[config.mk]
export PLATFORM = sky130hd
export DESIGN_NAME = blackjack_multi
export DESIGN_NICKNAME = d
export VERILOG_FILES = /design/src/rtl/blackjack_multi.sv
export SDC_FILE = /design/constraint.sdc
export NUM_CORES = 1
export LEC_CHECK = 0
export BUFFER_PORTS_ARGS = -buffer_cell sky130_fd_sc_hd__buf_2
export CAP_MARGIN = 20
export CORE_AREA = 2 2 59 55
export CTS_CLUSTER_SIZE = 24
export DETAILED_ROUTE_END_ITERATION = 12
export DIE_AREA = 0 0 61 57
export GPL_TIMING_DRIVEN = 0
export PLACE_DENSITY = 0.71
export SYNTH_ARGS = -nofsm -noshare
export SYNTH_HDL_FRONTEND = slang
export SYNTH_SLANG_ARGS = --single-unit
[constraint.sdc]
create_clock -name clock -period 3.3 [get_ports clock]
set_input_delay 0.66 -clock clock [delete_from_list [all_inputs] [get_ports clock]]
set_output_delay 0.66 -clock clock [all_outputs]
set_load 0.01 [all_outputs]
[src/rtl/blackjack_multi.sv]
// Multi-seat blackjack game controller: Moore FSM sequencing shuffle, deal, player turns, dealer turn and result.
// Optional macro BJ_ANIM_HOLD_EN enables the TIMER_CYCLES animation hold; otherwise animation states last one cycle.
module blackjack_multi #(
    parameter int NUM_PLAYERS  = 2,
    parameter int PTS_W        = 6,
    parameter int DEALER_STAND = 17,
    parameter int TIMER_CYCLES = 100000000,
    localparam int IDX_W       = (NUM_PLAYERS > 1) ? $clog2(NUM_PLAYERS) : 1
) (
    input  logic                         clock,
    input  logic                         reset,
    input  logic                         embaralhar_ok,
    input  logic                         hit,
    input  logic                         stay,
    input  logic                         cartaok,
    input  logic                         novo_jogo,
    input  logic [NUM_PLAYERS*PTS_W-1:0] pts_jogador,
    input  logic [PTS_W-1:0]             pts_dealer,
    output logic                         pjogador,
    output logic                         pdealer,
    output logic [IDX_W-1:0]             jogador_idx,
    output logic                         player_hit,
    output logic                         player_stay,
    output logic                         dealer_hit,
    output logic                         dealer_stay,
    output logic [NUM_PLAYERS-1:0]       win,
    output logic [NUM_PLAYERS-1:0]       lose,
    output logic [NUM_PLAYERS-1:0]       tie,
    output logic                         fim
);
    localparam int CNT_W = $clog2(NUM_PLAYERS + 1);
    localparam logic [CNT_W-1:0] DEALER_SLOT = CNT_W'(NUM_PLAYERS);
    localparam logic [CNT_W-1:0] LAST_SEAT   = CNT_W'(NUM_PLAYERS - 1);
    localparam logic [PTS_W-1:0] PTS_21      = PTS_W'(21);
    localparam logic [PTS_W-1:0] PTS_STAND   = PTS_W'(DEALER_STAND);

    typedef enum logic [4:0] {
        INICIO      = 5'd0,
        EMBARALHAR  = 5'd1,
        DEAL_REQ    = 5'd2,
        DEAL_WAIT   = 5'd3,
        VEZ_JOGADOR = 5'd4,
        HIT_JOG     = 5'd5,
        FETCH_JOG   = 5'd6,
        WAIT_JOG    = 5'd7,
        STAY_JOG    = 5'd8,
        PROX_JOG    = 5'd9,
        VEZ_DEALER  = 5'd10,
        HIT_DEALER  = 5'd11,
        FETCH_DEAL  = 5'd12,
        WAIT_DEAL   = 5'd13,
        STAY_DEALER = 5'd14,
        FIM_JOGO    = 5'd15
    } state_t;

    state_t           state_r, state_n;
    logic [CNT_W-1:0] idx_r, idx_n;
    logic             rnd_r, rnd_n;
    logic             vivos_r, vivos_n;
    logic             hold_done_s;
    logic [PTS_W-1:0] seat_pts_s;
    logic [PTS_W-1:0] pk_s;

`ifdef BJ_ANIM_HOLD_EN
    localparam int TMR_W = $clog2(TIMER_CYCLES + 1);
    logic [TMR_W-1:0] timer_r;

    // Animation timer: restarts on every state change so each hold state sees a fresh count.
    always_ff @(posedge clock or negedge reset) begin
        if (!reset) begin
            timer_r <= '0;
        end else if (state_n != state_r) begin
            timer_r <= '0;
        end else begin
            timer_r <= timer_r + TMR_W'(1);
        end
    end

    assign hold_done_s = (timer_r == TMR_W'(TIMER_CYCLES - 1));
`else
    // One-cycle animation states for fast simulation.
    assign hold_done_s = (TIMER_CYCLES >= 1);
`endif

    // Select the active seat's total.
    always_comb begin
        seat_pts_s = '0;
        for (int k = 0; k < NUM_PLAYERS; k++) begin
            if (idx_r == CNT_W'(k)) begin
                seat_pts_s = pts_jogador[k*PTS_W +: PTS_W];
            end else begin
                seat_pts_s = seat_pts_s;
            end
        end
    end

    // State, seat counter, round bit and survivor flag.
    always_ff @(posedge clock or negedge reset) begin
        if (!reset) begin
            state_r <= INICIO;
            idx_r   <= '0;
            rnd_r   <= 1'b0;
            vivos_r <= 1'b0;
        end else begin
            state_r <= state_n;
            idx_r   <= idx_n;
            rnd_r   <= rnd_n;
            vivos_r <= vivos_n;
        end
    end

    // Next-state logic and Moore output decode.
    always_comb begin
        state_n     = state_r;
        idx_n       = idx_r;
        rnd_n       = rnd_r;
        vivos_n     = vivos_r;
        pjogador    = 1'b0;
        pdealer     = 1'b0;
        jogador_idx = '0;
        player_hit  = 1'b0;
        player_stay = 1'b0;
        dealer_hit  = 1'b0;
        dealer_stay = 1'b0;
        win         = '0;
        lose        = '0;
        tie         = '0;
        fim         = 1'b0;
        pk_s        = '0;

        case (state_r)
            INICIO: begin
                state_n = EMBARALHAR;
                idx_n   = '0;
                rnd_n   = 1'b0;
                vivos_n = 1'b0;
            end
            EMBARALHAR: begin
                if (embaralhar_ok) state_n = DEAL_REQ;
                else               state_n = EMBARALHAR;
            end
            DEAL_REQ: begin
                if (idx_r < DEALER_SLOT) begin
                    pjogador    = 1'b1;
                    jogador_idx = idx_r[IDX_W-1:0];
                end else begin
                    pdealer = 1'b1;
                end
                if (cartaok) state_n = DEAL_WAIT;
                else         state_n = DEAL_REQ;
            end
            DEAL_WAIT: begin
                if (!cartaok) begin
                    if (idx_r == DEALER_SLOT) begin
                        idx_n   = '0;
                        rnd_n   = !rnd_r;
                        state_n = rnd_r ? VEZ_JOGADOR : DEAL_REQ;
                    end else begin
                        idx_n   = idx_r + CNT_W'(1);
                        state_n = DEAL_REQ;
                    end
                end else begin
                    state_n = DEAL_WAIT;
                end
            end
            VEZ_JOGADOR: begin
                jogador_idx = idx_r[IDX_W-1:0];
                if (seat_pts_s > PTS_21) begin
                    state_n = PROX_JOG;
                end else if (seat_pts_s == PTS_21) begin
                    state_n = PROX_JOG;
                    vivos_n = 1'b1;
                end else if (hit) begin
                    state_n = HIT_JOG;
                end else if (stay) begin
                    state_n = STAY_JOG;
                end else begin
                    state_n = VEZ_JOGADOR;
                end
            end
            HIT_JOG: begin
                jogador_idx = idx_r[IDX_W-1:0];
                player_hit  = 1'b1;
                if (hold_done_s) state_n = FETCH_JOG;
                else             state_n = HIT_JOG;
            end
            FETCH_JOG: begin
                jogador_idx = idx_r[IDX_W-1:0];
                pjogador    = 1'b1;
                if (cartaok) state_n = WAIT_JOG;
                else         state_n = FETCH_JOG;
            end
            WAIT_JOG: begin
                jogador_idx = idx_r[IDX_W-1:0];
                if (!cartaok) state_n = VEZ_JOGADOR;
                else          state_n = WAIT_JOG;
            end
            STAY_JOG: begin
                jogador_idx = idx_r[IDX_W-1:0];
                player_stay = 1'b1;
                vivos_n     = 1'b1;
                if (hold_done_s) state_n = PROX_JOG;
                else             state_n = STAY_JOG;
            end
            PROX_JOG: begin
                jogador_idx = idx_r[IDX_W-1:0];
                if (idx_r < LAST_SEAT) begin
                    idx_n   = idx_r + CNT_W'(1);
                    state_n = VEZ_JOGADOR;
                end else if (vivos_r) begin
                    state_n = VEZ_DEALER;
                end else begin
                    state_n = FIM_JOGO;
                end
            end
            VEZ_DEALER: begin
                if (pts_dealer > PTS_21)           state_n = FIM_JOGO;
                else if (pts_dealer >= PTS_STAND)  state_n = STAY_DEALER;
                else                               state_n = HIT_DEALER;
            end
            HIT_DEALER: begin
                dealer_hit = 1'b1;
                if (hold_done_s) state_n = FETCH_DEAL;
                else             state_n = HIT_DEALER;
            end
            FETCH_DEAL: begin
                pdealer = 1'b1;
                if (cartaok) state_n = WAIT_DEAL;
                else         state_n = FETCH_DEAL;
            end
            WAIT_DEAL: begin
                if (!cartaok) state_n = VEZ_DEALER;
                else          state_n = WAIT_DEAL;
            end
            STAY_DEALER: begin
                dealer_stay = 1'b1;
                if (hold_done_s) state_n = FIM_JOGO;
                else             state_n = STAY_DEALER;
            end
            FIM_JOGO: begin
                fim = 1'b1;
                for (int k = 0; k < NUM_PLAYERS; k++) begin
                    pk_s = pts_jogador[k*PTS_W +: PTS_W];
                    if (pk_s > PTS_21)           lose[k] = 1'b1;
                    else if (pts_dealer > PTS_21) win[k]  = 1'b1;
                    else if (pk_s > pts_dealer)  win[k]  = 1'b1;
                    else if (pk_s < pts_dealer)  lose[k] = 1'b1;
                    else                         tie[k]  = 1'b1;
                end
                if (novo_jogo) state_n = INICIO;
                else           state_n = FIM_JOGO;
            end
            default: begin
                state_n = INICIO;
            end
        endcase
    end
endmodule

==> results.toml, run 1 <==
[critical_path]
path_class = "in2out"
ff2ff_setup_slack_ps = 1420
critPathCaptureType = "primary output"
worstPathMaxFanout = 5
worstReg2RegEnd = "state_r[0]"
regToRegStartpoint = "idx_r[1]"
crit_start = "pts_dealer[5]"
required_ps = 2640
reg2reg_depth = 7
cp.arrival_ps = 2120
critPathLaunchType = "input pin"
cp-endpoint = "lose[1]"

[global_route]
busiest_layer = "met2"
grt_max_degree = 11
grt_pass1_wl_mm = 6.423
grt_overflow = 0
use_met1 = 0.3572
grt_pass1_vias = 1419
use_met3 = 0.04082
grt_antenna_before_repair = 0
use_met2 = 0.3641
grt_usage = 0.2367

[synth]
yosysWarnings = 0
syn_inst = 185
yosys.area_share.adder = 0.1580
synth_area_leader_cell = "ha_1"
synth.mux.area_fraction = 0.02509
synth_edf_count = 0
syn_nets = 227
synth_flop_cell = "dfrtp_1"
synth-simple-area-share = 0.2853
synth_top_area_frac = 0.1580
synth_compound_area_frac = 0.2993
synth_xor_area_frac = 0
synth_top_family_by_area = "compound AO/OA/AOI/OAI gates"
yosysSeqAreaShare = 0.1487
synth-seq-cells = 8
avgSynthCellArea_um2 = 7.277
synth_cell_types = 44
synth_area_um2 = 1346
synthTopCellsByArea = "ha_1, dfrtp_1, nor2_1, a21oi_1, o21ai_0"
async_flop_share = 1.000

[timing]
fmax_ghz = 0.3603
worst_slew_pin_slew_ps = 656.1
rsz0062_at_grt = "false"
fin_skew_ps = 3.435
setup_viol = 0
final.period_utilization = 0.8411
hold_viol = 0
finalSetupTns_ps = 0
fin_crit_ps = 2776
slew_headroom = 0.5513
slew_viol_final = 0
fin_ws_ps = 524.3

[hold_path]
hold_class = "in2async"

[detailed_routing]
firstDrtPassIters = 4
post-route-drc-count = 0
wire_per_inst_um = 14.24
routed_wl_mm = 3.816
num_vias = 1553
vias_per_cell = 5.795
drtAntennaViolNets = 0
drt_iter0_drc = 87

[floorplanning]
core.rowCount = 19
fp.dieH_um = 57
fp.dieArea_um2 = 3477
core_um2 = 2924
die_w_um = 61
io-pin-count = 39
floorplan.initialDensity = 0.4604

[placement]
dp_cells = 265
routabilityCongestion = 0.8918
dp_hpwl_mm = 3.044
place_ws_ps = 526.0
port_buffers = 38

[layout]
drive_gt1_frac = 0.2434
mostFrequentLayoutCell = "buf_2"
diodes = 0
final_nets = 270
area_delta_synth_final_pct = 19.70
fin_cells = 268
layout_common_cells = "buf_2, nor2_1, inv_1, ha_1, a21oi_1"

[power]
power.density_nw_per_um2 = 604.2
peakVddDrop_v = 0.0002435
p_leak_nw = 0.7923

[clock_network]
cts_tree = "yes"
clk_latency_ps = 250
cts.repair.resized = 0
root_buffer = "clkbuf_4"
cts_buffers = 3
clockBufferDepth = 2
cts_setup_buffers = 0
path_clk_slew_ps = 50
htree_levels = 1
cts_hold_buf = 0
cts.sinks = 8

[flow_run]
cap_violations = 0

[status]
status = "complete, no violations"
power breakdown:
group	total (mW)	switching, mW	internal (mW)
clock network	0.0739	0.0323	0.0416
logic	0.707	0.422	0.284
registers	0.193	0.0552	0.138
total	0.974	0.510	0.464
registers in the layout (all words and copies together), names as in the netlist:
signal	count
state_r	4
idx_r	2
rnd_r	1
vivos_r	1
how the worst min path moves through the flow:
stage	startpoint	end	cells after the start
detailed placement	reset	rnd_r	1
floorplan	reset	idx_r[0]	0
global placement	reset	rnd_r	1
CTS	reset	state_r[3]	1
global route	reset	state_r[2]	1
finish	reset	state_r[3]	1
worst max-delay path, cell delays in order:
cell and delay [ps]:
buf_2 120, inv_1 80, ha_1 310, nand4_1 130, o221a_2 330, a221oi_1 290, nor2_1 60, buf_2 140
per-stage QoR:
step | power, mW | cell area (um2) | utilization | hold WS (ps)
after global routing | 1.065 | 1612 | 0.5511 | 236.8
final | 0.9738 | 1612 | 0.5511 | 237.6
after floorplan | 0.6947 | 1346 | - | 364.4
after detailed placement | 0.8854 | 1589 | 0.5434 | 512.2
after global placement | 0.8810 | 1589 | 0.5434 | 508.7
after CTS | 0.9657 | 1612 | 0.5511 | 239.7
layout make-up:
type | instances | area (um2)
Clock buffer | 3 | 22.52
Tap cell | 42 | 52.55
Inverter | 17 | 63.81
Multi-Input combinational cell | 153 | 1033
Buffer | 7 | 48.80
Sequential cell | 8 | 200.2
Timing Repair Buffer | 38 | 190.2
Fill cell | 313 | 1313
kinds of logic after synthesis:
| family | count (synthesis) |
|---|---|
| buffers and inverters | 24 |
| flip-flops | 8 |
| adder cells (fa/ha/maj) | 17 |
| multiplexers | 3 |
| AO/OA/AOI/OAI | 59 |
| AND/OR/NAND/NOR | 74 |
cells in the mapped netlist, types with 4 or more instances:
master and number:
nand2b_1 4, a21oi_1 15, o21ai_0 13, nand3_1 6, nand2_1 12, a211oi_1 4, nor3_1 7, dfrtp_1 8
nor2_1 26, ha_1 17, inv_1 17
routing by layer:
metal / wire length, um / share of wire / vias to the layer above
met5: 0 / 0 / -
met4: 15 / 0.0039 / 0
met3: 255 / 0.067 / 4
met2: 1678 / 0.44 / 68
met1: 1866 / 0.49 / 711
li1: - / - / 770
Power figures use the tool's default switching activity.
==> run 2: changes to the inputs <==
--- a/config.mk
+++ b/config.mk
@@ -7,10 +7,10 @@
 export LEC_CHECK = 0
 export BUFFER_PORTS_ARGS = -buffer_cell sky130_fd_sc_hd__buf_2
 export CAP_MARGIN = 20
-export CORE_AREA = 2 2 59 55
+export CORE_AREA = 2 2 60 56
 export CTS_CLUSTER_SIZE = 24
 export DETAILED_ROUTE_END_ITERATION = 12
-export DIE_AREA = 0 0 61 57
+export DIE_AREA = 0 0 62 58
 export GPL_TIMING_DRIVEN = 0
 export PLACE_DENSITY = 0.71
 export SYNTH_ARGS = -nofsm -noshare
==> constraint.sdc (replaced) <==
create_clock -name clock -period 2.45 [get_ports clock]
set_input_delay 0.49 -clock clock [delete_from_list [all_inputs] [get_ports clock]]
set_output_delay 0.49 -clock clock [all_outputs]
set_load 0.01 [all_outputs]
==> run 2 against run 1 <==
Via count shrank 1.2%. Worst hold slack lost 180 ps. Die area grew 3.4%. Largest power group unchanged. Non-clock buffer count is the same.
==> results.toml, run 2 (synthesis gave the netlist of run 1 again) <==
[placement]
place_ws_ps = 31.86
placement.cell_area_um2 = 1589
dp_hpwl_mm = 3.104
port_buffers = 38
routabilityCongestion = 0.8984

[floorplanning]
fp.dieH_um = 58
die_w_um = 62
core_um2 = 2972
fp.dieArea_um2 = 3596
io-pin-count = 39
floorplan.initialDensity = 0.4531
core.rowCount = 19

[clock_network]
root_buffer = "clkbuf_4"
cts_buffers = 3
clk_latency_ps = 270
clockBufferDepth = 2
htree_levels = 1
cts_hold_buf = 0
path_clk_slew_ps = 70
cts_setup_buffers = 0
cts.sinks = 8
cts.repair.resized = 0
cts_tree = "yes"

[detailed_routing]
drtAntennaViolNets = 0
drt_iter0_drc = 168
wl_met1_mm = 1.898
highest_layer = "met4"
wl_met2_mm = 1.724
wire_per_inst_um = 14.57
vias_per_cell = 5.724
num_vias = 1534
post-route-drc-count = 0
routed_wl_mm = 3.904
firstDrtPassIters = 4
route.met3.wl_um = 255

[power]
power.density_nw_per_um2 = 795.7
p_sw_frac = 0.5227
p_leak_nw = 0.7937
pwr-share-comb = 0.727
p_total_mw = 1.322
clkPwrFrac = 0.083
p_seq_frac = 0.190
intPower_uw = 631.1
p_switching_uw = 691.1
peakVddDrop_v = 0.0002654

[critical_path]
reg2reg_depth = 7
critical_path.max_stage_delay_ps = 310
cp.arrival_ps = 1860
cp_common_cell = "buf_2"
path_buf_inv = 3
critPathLaunchType = "input pin"
required_ps = 1960
crit_chain = "buf_2 > inv_2 > ha_4 > nand4_1 > o221a_2 > a221oi_2 > nor2_1 > buf_2"
slowest_stage = "o221a_2"
regToRegStartpoint = "idx_r[1]"
worstReg2RegEnd = "state_r[0]"
path_class = "in2out"
critPathTopFamily = "compound AO/OA/AOI/OAI gates"
worstPathMaxFanout = 5
ff2ff_setup_slack_ps = 570
critPathCaptureType = "primary output"
crit_start = "pts_dealer[5]"

[timing]
worst_slew_pin_slew_ps = 540.2
setup_viol = 0
hold_viol = 0
fin_skew_ps = 13.78
finalSetupTns_ps = 0
rsz0062_at_grt = "false"
slew_headroom = 0.6306
slew_viol_final = 0
fin_ws_ps = 100.4
fin_crit_ps = 2350
final.period_utilization = 0.9590
fmax_ghz = 0.4256

[flow_run]
cap_violations = 0

[global_route]
grt_overflow = 0
grt_antenna_before_repair = 0
grt_pass1_wl_mm = 6.313
grt_pass1_vias = 1389
grt_max_degree = 11
grt_usage = 0.2315

[layout]
final_nets = 270
fin_area_um2 = 1662
area_delta_synth_final_pct = 23.42
regMostFlops = "state_r"
largest_reg_flops = 4
top_regs = "state_r: 4 flops, idx_r: 2 flops"
diodes = 0
layout_common_cells = "buf_2, nor2_1, inv_1, a21oi_1, ha_1"
drive_gt1_frac = 0.2743
mostFrequentLayoutCell = "buf_2"

[hold_path]
hold_class = "in2async"

[status]
status = "complete, no violations"
-- run 2: cell types whose count changed in the layout (fill, tap and decap cells not counted) --
cell	change
inv_1	-2
a221oi_1	-2
ha_4	+3
inv_2	+2
a221oi_2	+2
ha_1	-3
-- run 2: layer usage --
metal,vias to the layer above,track usage
li1,770,-
met1,696,0.3457
met2,64,0.3423
met3,4,0.04018
met4,0,0.05775
met5,-,0
-- run 2: worst max path at each step --
stage	cells after the start	slack, ps	end
final	8	100	lose[1]
after detailed placement	8	30	lose[1]
after global placement	8	40	lose[1]
after floorplan	6	350	lose[1]
after CTS	8	30	lose[1]
after global routing	8	2	lose[1]
-- run 2: power by group through the flow --
stage                     clock (mW)  sequential (mW)  combinational (mW)
after floorplan                    0            0.236               0.700
after global placement             0            0.251               0.932
after detailed placement           0            0.250               0.939
after CTS                      0.110            0.249               0.941
after global routing           0.118            0.258                1.07
final                          0.109            0.251               0.962
-- run 2: layout make-up --
class                   count  area [um2]
inverters                  17       63.81
fillers                   290        1310
multi-input cells         153        1084
flip-flops and latches      8       200.2
well taps                  42       52.55
repair buffers             38       190.2
clock buffers               3       22.52
plain buffers               7       48.80
-- run 2: per-stage QoR --
| stage | cells | utilization | hold slack (ps) |
|---|---|---|---|
| floorplan | 185 | - | 194.4 |
| global placement | 265 | 0.5347 | 349.7 |
| detailed placement | 265 | 0.5347 | 349.4 |
| CTS | 268 | 0.5423 | 63.82 |
| global route | 268 | 0.5592 | 59.38 |
| finish | 268 | 0.5592 | 60.61 |
-- run 2: worst register-to-register path, stage by stage, from the launching register on --
cell      delay, ps
dfrtp_1         390
inv_1           150
ha_1            290
nand2b_1        200
o21a_1          240
nor2_1           70
a311oi_1        310
o41ai_1         100
==> run 3: changes to the inputs <==
--- a/config.mk
+++ b/config.mk
@@ -6,13 +6,13 @@
 export NUM_CORES = 1
 export LEC_CHECK = 0
 export BUFFER_PORTS_ARGS = -buffer_cell sky130_fd_sc_hd__buf_2
-export CAP_MARGIN = 20
+export CAP_MARGIN = 10
 export CORE_AREA = 2 2 60 56
 export CTS_CLUSTER_SIZE = 24
 export DETAILED_ROUTE_END_ITERATION = 12
 export DIE_AREA = 0 0 62 58
 export GPL_TIMING_DRIVEN = 0
-export PLACE_DENSITY = 0.71
+export PLACE_DENSITY = 0.74
 export SYNTH_ARGS = -nofsm -noshare
 export SYNTH_HDL_FRONTEND = slang
 export SYNTH_SLANG_ARGS = --single-unit
==> run 3 against run 2 <==
Via count rose by 1.6%. Flip-flop and latch count did not move. Critical path depth did not move. Die area did not move. First-iteration DRC count rose by 25%. Maximum frequency fell by 3.4%. Non-clock buffer count did not move. Clock skew rose by 1.7 ps. Worst hold slack got worse by 1.8 ps. Final area fell by 2.6%. Largest cell class unchanged. Largest power group unchanged.
==> results.toml, run 3 (synthesis gave the netlist of run 1 again) <==
[critical_path]
regToRegStartpoint = "idx_r[1]"
slowest_stage = "ha_1"
crit_chain = "buf_2 > inv_1 > ha_1 > nand4_1 > o221a_2 > a221oi_1 > nor2_1 > buf_2"
cp.arrival_ps = 1940
critPathCaptureType = "primary output"
critPathTopFamily = "compound AO/OA/AOI/OAI gates"
critical_path.max_stage_delay_ps = 320
critPathLaunchType = "input pin"
path_class = "in2out"
crit_start = "pts_dealer[5]"
required_ps = 1960
path_buf_inv = 3
worstPathMaxFanout = 5
cp_common_cell = "buf_2"

[floorplanning]
fp.dieArea_um2 = 3596
core.rowCount = 19
io-pin-count = 39
core_um2 = 2972
die_w_um = 62
floorplan.initialDensity = 0.4531
fp.dieH_um = 58

[placement]
placement.cell_area_um2 = 1589
routabilityCongestion = 0.8659
port_buffers = 38
dp_hpwl_mm = 3.164

[hold_path]
hold_class = "in2async"

[layout]
top_regs = "state_r: 4 flops, idx_r: 2 flops"
layout_common_cells = "buf_2, nor2_1, inv_1, ha_1, a21oi_1"
final_core_util = 0.5444
diodes = 0
regMostFlops = "state_r"
final_nets = 270
drive_gt1_frac = 0.2478
area_delta_synth_final_pct = 20.17
mostFrequentLayoutCell = "buf_2"
largest_reg_flops = 4
fin_area_um2 = 1618

[clock_network]
clockBufferDepth = 2
cts_hold_buf = 0
path_clk_slew_ps = 70
cts_buffers = 3
root_buffer = "clkbuf_4"
clk_latency_ps = 270
cts.sinks = 8
htree_levels = 1
cts_tree = "yes"

[timing]
fin_skew_ps = 15.46
fin_crit_ps = 2431
slew_headroom = 0.5464
worst_slew_pin_slew_ps = 663.3
setup_viol = 0
fmax_ghz = 0.4113
final.period_utilization = 0.9923
hold_viol = 0
finalSetupTns_ps = 0
rsz0062_at_grt = "true"
slew_viol_final = 0

[global_route]
grt_max_degree = 11
grt_overflow = 0
grt_antenna_before_repair = 0
grt_pass1_vias = 1464
grt_pass1_wl_mm = 6.458
grt_usage = 0.2377

[power]
peakVddDrop_v = 0.0002578
power.density_nw_per_um2 = 813.6
p_leak_nw = 0.7942

[detailed_routing]
vias_per_cell = 5.813
wire_per_inst_um = 14.75
drt_iter0_drc = 210
post-route-drc-count = 0
drtAntennaViolNets = 0
routed_wl_mm = 3.952
num_vias = 1558
firstDrtPassIters = 4

[flow_run]
cap_violations = 0

[status]
status = "complete, no violations"
## run 3: metrics by stage
step	std cells	power, mW	hold WS (ps)	setup WS (ps)
finish	268	1.316	58.77	18.76
global route	268	1.441	56.58	-43.58
CTS	268	1.301	59.80	26.05
detailed placement	265	1.188	354.0	26.83
global placement	265	1.183	348.4	39.64
floorplan	185	0.9357	194.4	353.9
## run 3: cell type report
type                       instances  area [um2]
buffer                             7       48.80
clock buffer                       3       22.52
fill                             318        1354
inverter                          17       63.81
multi-input combinational        153        1040
sequential                         8       200.2
tap                               42       52.55
timing repair buffer              38       190.2
## run 3: routing by layer
| layer | vias to the layer above | GRT usage | routed length (um) |
|---|---|---|---|
| met4 | 0 | 0.09726 | 61 |
| met1 | 728 | 0.3444 | 1819 |
| met2 | 56 | 0.3542 | 1838 |
| li1 | 767 | - | - |
| met5 | - | 0 | 0 |
| met3 | 7 | 0.02679 | 233 |
## run 3: power breakdown
| group | internal, mW | total [mW] | switching [mW] |
|---|---|---|---|
| clock network | 0.0564 | 0.108 | 0.0516 |
| registers | 0.186 | 0.253 | 0.0672 |
| logic | 0.384 | 0.955 | 0.571 |
| total | 0.626 | 1.32 | 0.690 |
## run 3: final timing paths
path	endpoint	slack, ps	depth (start not counted)
setup / recovery	lose[0]	20	8
hold / removal	rnd_r	60	1
setup reg to reg	state_r[0]	540	7
hold reg to reg	idx_r[1]	520	1
max in group asynchronous	state_r[3]	2190	1
min in group clock	idx_r[1]	520	1
## run 3: repair_timing
action                     4_1_cts  5_1_grt
setup endpoints to repair        0        3
resized for setup                0        1
setup buffers                    0        0
